**src/rtl/des_perm_pipe.sv**
```systemverilog
// des_perm_pipe: per-beat selectable DES bit permutation (identity, IP, FP,
// swap-then-FP) on LANES 64-bit blocks, followed by STAGES registered stages
// with full valid/ready backpressure and synchronous flush.
// Optional output-handshake counter enabled by defining DES_PERM_STATS_EN.
module des_perm_pipe #(
  parameter int unsigned LANES  = 1,
  parameter int unsigned STAGES = 2
) (
  input  logic                  clk,
  input  logic                  rst_n,
  input  logic                  flush,
  input  logic                  in_valid,
  output logic                  in_ready,
  input  logic [1:0]            in_mode,
  input  logic [64*LANES-1:0]   in_data,
  output logic                  out_valid,
  input  logic                  out_ready,
  output logic [1:0]            out_mode,
  output logic [64*LANES-1:0]   out_data,
  output logic                  busy
`ifdef DES_PERM_STATS_EN
  ,
  input  logic                  stat_clr,
  output logic [31:0]           stat_cnt
`endif
);

  localparam int unsigned DW = 64 * LANES;

  // Initial permutation; bit 1 is d[63]. Row r of the table starts at
  // 58,60,62,64,57,59,61,63 and each column steps the source down by 8.
  function automatic logic [63:0] ip64(input logic [63:0] d);
    logic [63:0] r;
    int unsigned row, col, src;
    r = '0;
    for (int unsigned p = 0; p < 64; p++) begin
      row = p / 8;
      col = p % 8;
      src = ((row < 4) ? (58 + 2 * row) : (49 + 2 * row)) - 8 * col;
      r[6'(63 - p)] = d[6'(64 - src)];
    end
    return r;
  endfunction

  // Final permutation (inverse of IP): even columns start at 40, odd at 8,
  // each column pair adds 8 and each row subtracts 1.
  function automatic logic [63:0] fp64(input logic [63:0] d);
    logic [63:0] r;
    int unsigned row, col, src;
    r = '0;
    for (int unsigned p = 0; p < 64; p++) begin
      row = p / 8;
      col = p % 8;
      src = (((col % 2) == 0) ? 40 : 8) + 8 * (col / 2) - row;
      r[6'(63 - p)] = d[6'(64 - src)];
    end
    return r;
  endfunction

  function automatic logic [63:0] perm_lane(input logic [1:0] m, input logic [63:0] d);
    logic [63:0] r;
    case (m)
      2'b01:   r = ip64(d);
      2'b10:   r = fp64(d);
      2'b11:   r = fp64({d[31:0], d[63:32]});
      default: r = d;
    endcase
    return r;
  endfunction

  logic [STAGES-1:0] vld;
  logic [STAGES-1:0] adv;
  logic [1:0]        mode_q [STAGES];
  logic [DW-1:0]     data_q [STAGES];
  logic [DW-1:0]     perm_in;

  // Combinational permutation of every lane at the stage-0 input
  always_comb begin
    perm_in = '0;
    for (int unsigned k = 0; k < LANES; k++) begin
      perm_in[64*k +: 64] = perm_lane(in_mode, in_data[64*k +: 64]);
    end
  end

  // A stage may advance if it or any stage downstream is empty, or the sink takes a beat
  always_comb begin
    logic acc;
    adv = '0;
    acc = out_ready;
    for (int i = STAGES - 1; i >= 0; i--) begin
      acc    = acc | !vld[i];
      adv[i] = acc;
    end
  end

  assign in_ready  = adv[0] & !flush;
  assign out_valid = vld[STAGES-1];
  assign out_mode  = mode_q[STAGES-1];
  assign out_data  = data_q[STAGES-1];
  assign busy      = |vld;

  // Pipeline registers; payload only loads when a valid beat moves in
  always_ff @(posedge clk or negedge rst_n) begin
    if (!rst_n) begin
      vld <= '0;
      for (int i = 0; i < STAGES; i++) begin
        mode_q[i] <= '0;
        data_q[i] <= '0;
      end
    end else if (flush) begin
      vld <= '0;
    end else begin
      if (adv[0]) begin
        vld[0] <= in_valid;
        if (in_valid) begin
          mode_q[0] <= in_mode;
          data_q[0] <= perm_in;
        end
      end
      for (int i = 1; i < STAGES; i++) begin
        if (adv[i]) begin
          vld[i] <= vld[i-1];
          if (vld[i-1]) begin
            mode_q[i] <= mode_q[i-1];
            data_q[i] <= data_q[i-1];
          end
        end
      end
    end
  end

`ifdef DES_PERM_STATS_EN
  // Saturating count of output handshakes; clear wins over increment
  always_ff @(posedge clk or negedge rst_n) begin
    if (!rst_n) begin
      stat_cnt <= '0;
    end else if (stat_clr) begin
      stat_cnt <= '0;
    end else if (out_valid && out_ready && (stat_cnt != 32'hFFFF_FFFF)) begin
      stat_cnt <= stat_cnt + 32'd1;
    end
  end
`endif

endmodule
```
**config.mk**
```make
export PLATFORM = sky130hd
export DESIGN_NAME = des_perm_pipe
export DESIGN_NICKNAME = d
export VERILOG_FILES = /design/src/rtl/des_perm_pipe.sv
export SDC_FILE = /design/constraint.sdc
export NUM_CORES = 1
export LEC_CHECK = 0
export ABC_CLOCK_PERIOD_IN_PS = 2300
export CORE_UTILIZATION = 52
export DETAILED_ROUTE_END_ITERATION = 6
export PLACE_DENSITY = 0.8
export SYNTH_ARGS = -nofsm -noshare
export SYNTH_HDL_FRONTEND = slang
export SYNTH_SLANG_ARGS = --single-unit
export TNS_END_PERCENT = 100
```
**constraint.sdc**
```tcl
create_clock -name clk -period 2.3 [get_ports clk]
set_input_delay 0.23 -clock clk [delete_from_list [all_inputs] [get_ports clk]]
set_output_delay 0.23 -clock clk [all_outputs]
set_load 0.05 [all_outputs]
```
==> reports/results.ini <==
[outcome]
status = completed

[timing]
setup_ws_ps = 249
fin_skew_ps = 9.91
rsz0062_at_grt = false
fin_tns_setup_ps = 0
worst_pin_slew_ps = 581
setup_viol = 0
fin_hold_ws_ps = 354
fmax_mhz = 488
period_minus_slack_ps = 2050
period_share = 0.892
slew-limit-headroom = 0.613
slew_violations = 0
final-hold-violation-count = 0

[yosys]
yosys.area.top_type_share = 0.468
syn_inst = 439
netlist_area_mm2 = 0.00716
synth.distinct_cells = 18
synth_fa_ha_area_frac = 0
synthMuxAreaShare = 0.429
yosysTopAreaCell = dfrtp_1
yosys-top-cells-area = dfrtp_1 47%, mux4_2 19%, mux2_2 15%
synth_warnings = 0
synthSimpleGateAreaFrac = 0.00769
synth_top_family_by_area = multiplexers
synth_xor_area_frac = 0
ys_seq_elements = 134
synth_compound_area_frac = 0.000699
yosysSeqAreaShare = 0.468
syn_area_per_cell_um2 = 16.3
syn_nets = 510

[worst_setup_path]
critPathLaunchType = register
ff2ff_path_depth = 4
crit_buf_inv = 1
worstPathCellList = or2_2 -> clkdlybuf4s50_1
crit_path_end_kind = output pin
crit_required_ps = 2070
cpLargestDelayFamily = buffers and inverters
path_depth = 2
cp_max_fo = 4
slowest_stage = clkdlybuf4s50_1
arrival_ps = 1820
critPathKind = register to output pin
cp_slowest_stage_delay_ps = 700
r2r_slack_ps = 530

[pwr]
sequentialPowerShare = 0.348
internal_power_mw = 6.32
p_comb_frac = 0.374
leakage_nw = 3.73
max-vdd-ir-drop_mv = 0.528
switching_share = 0.353
power_frac_clock = 0.279
powerDensity_mw_per_mm2 = 1100
switchingPower_mw = 3.44
finalPower_mw = 9.77

[detailed_routing]
drt_iter0_drc = 210
avgRoutedWirePerCell_um = 22.1
first_pass_iters = 4
viasPerCell = 5.78
wl_um = 15600
via_count = 4079
ant_nets = 0
drcViolationCount = 0

[finish]
areaGrowthSynthToFinish_pct = 23.7
layout_common_cells = 135 x clkdlybuf4s50_1, 134 x dfrtp_1, 94 x mux2_2
seqCellArea_mm2 = 0.00335
final_common_cell = clkdlybuf4s50_1
n_antenna_cell = 0
final_cells = 706
fillerInstances = 937
multi_input_area_mm2 = 0.00313
final_nets = 588
final_layout_size_suffix_gt1_frac = 0.453

[placement]
port_buffers = 139
globalplace.congestion = 0.856
place_hpwl_um = 11400
dp_cells = 673
pre_cts_slack_ps = 238

[grt]
grt_max_degree = 67
grtUsageTotal = 0.236
grt_pass1_wl_um = 24700
grt_pass1_vias = 4320
grt_overflow = 0
antenna_found_initial = 0

[floorplanning]
die_width_um = 119
start_util = 0.537
rows = 42
fp.coreArea_mm2 = 0.0133
fp.dieH_um = 119
design.die.area_mm2 = 0.0142
ios = 140

[clocking]
numCtsBuffers = 17
path_clk_slew_ps = 50
cts_hold_buf = 1
tritoncts = yes
post_cts_resized = 0
clock_path_buffers = 2
clk_latency_ps = 420
h-tree-depth = 4
clock-sinks = 134
clock-root-buffer = clkbuf_16
cts_setup_buffers = 0

[hold_path]
hold_class = input pin to async pin

[run]
cap_violations = 0

-- registers in the layout, summed over array words and instances (netlist names) --
register,cells
data_q,64
mode_q,2
out_data,64
out_mode,2
vld,2
-- final timing paths --
check                             startpoint            to
max in group asynchronous              rst_n    data_q[81]
worst min register to register  out_data[37]  out_data[37]
worst min-delay path                   rst_n        vld[0]
worst max register to register        vld[0]    data_q[93]
min in group clk                    in_valid        vld[0]
worst max-delay path                  vld[1]          busy
-- cell families after synthesis --
group | count (synthesis)
muxes | 200
AOI/OAI and AO/OA | 1
buffers and inverters | 95
DFF | 134
and+or+nand+nor | 9
-- power groups by stage --
stage	Combinational [mW]	Sequential, mW	Clock, mW
floorplan	3.11	3.27	0
global placement	3.60	3.41	0
global route	3.79	3.47	2.88
finish	3.65	3.39	2.72
detailed placement	3.65	3.43	0
CTS	3.67	3.40	2.76
-- Yosys cell counts --
cell type,number
mux2_2,94
and3b_1,1
nor2_1,3
nand2_1,1
buf_6,5
clkbuf_1,2
mux4_2,60
nand3b_1,1
dfrtp_1,134
buf_2,17
nand2b_1,1
inv_1,1
a21oi_1,1
mux2i_1,6
mux2_4,40
or2_2,1
buf_4,70
or3b_4,1
-- area by class of cell --
type                    instances  area share
repair buffers                153       0.176
flip-flops and latches        134       0.379
clock buffers                  24      0.0533
multi-input cells             210       0.353
well taps                     176      0.0249
inverters                       1    0.000424
clock inverters                 8      0.0138
-- metal layers --
| metal | up-vias | track usage | wire length, µm |
|---|---|---|---|
| li1 | 1739 | - | - |
| met1 | 2153 | 0.312 | 6450 |
| met2 | 166 | 0.375 | 7900 |
| met3 | 21 | 0.0632 | 1010 |
| met4 | 0 | 0.0875 | 245 |
| met5 | - | 0 | 0 |
-- stage by stage --
stage	util	cell area (µm²)
finish	0.664	8860
global route	0.664	8860
CTS	0.664	8860
detailed placement	0.618	8250
global placement	0.618	8250
floorplan	-	7160
Power figures use the tool's default switching activity.
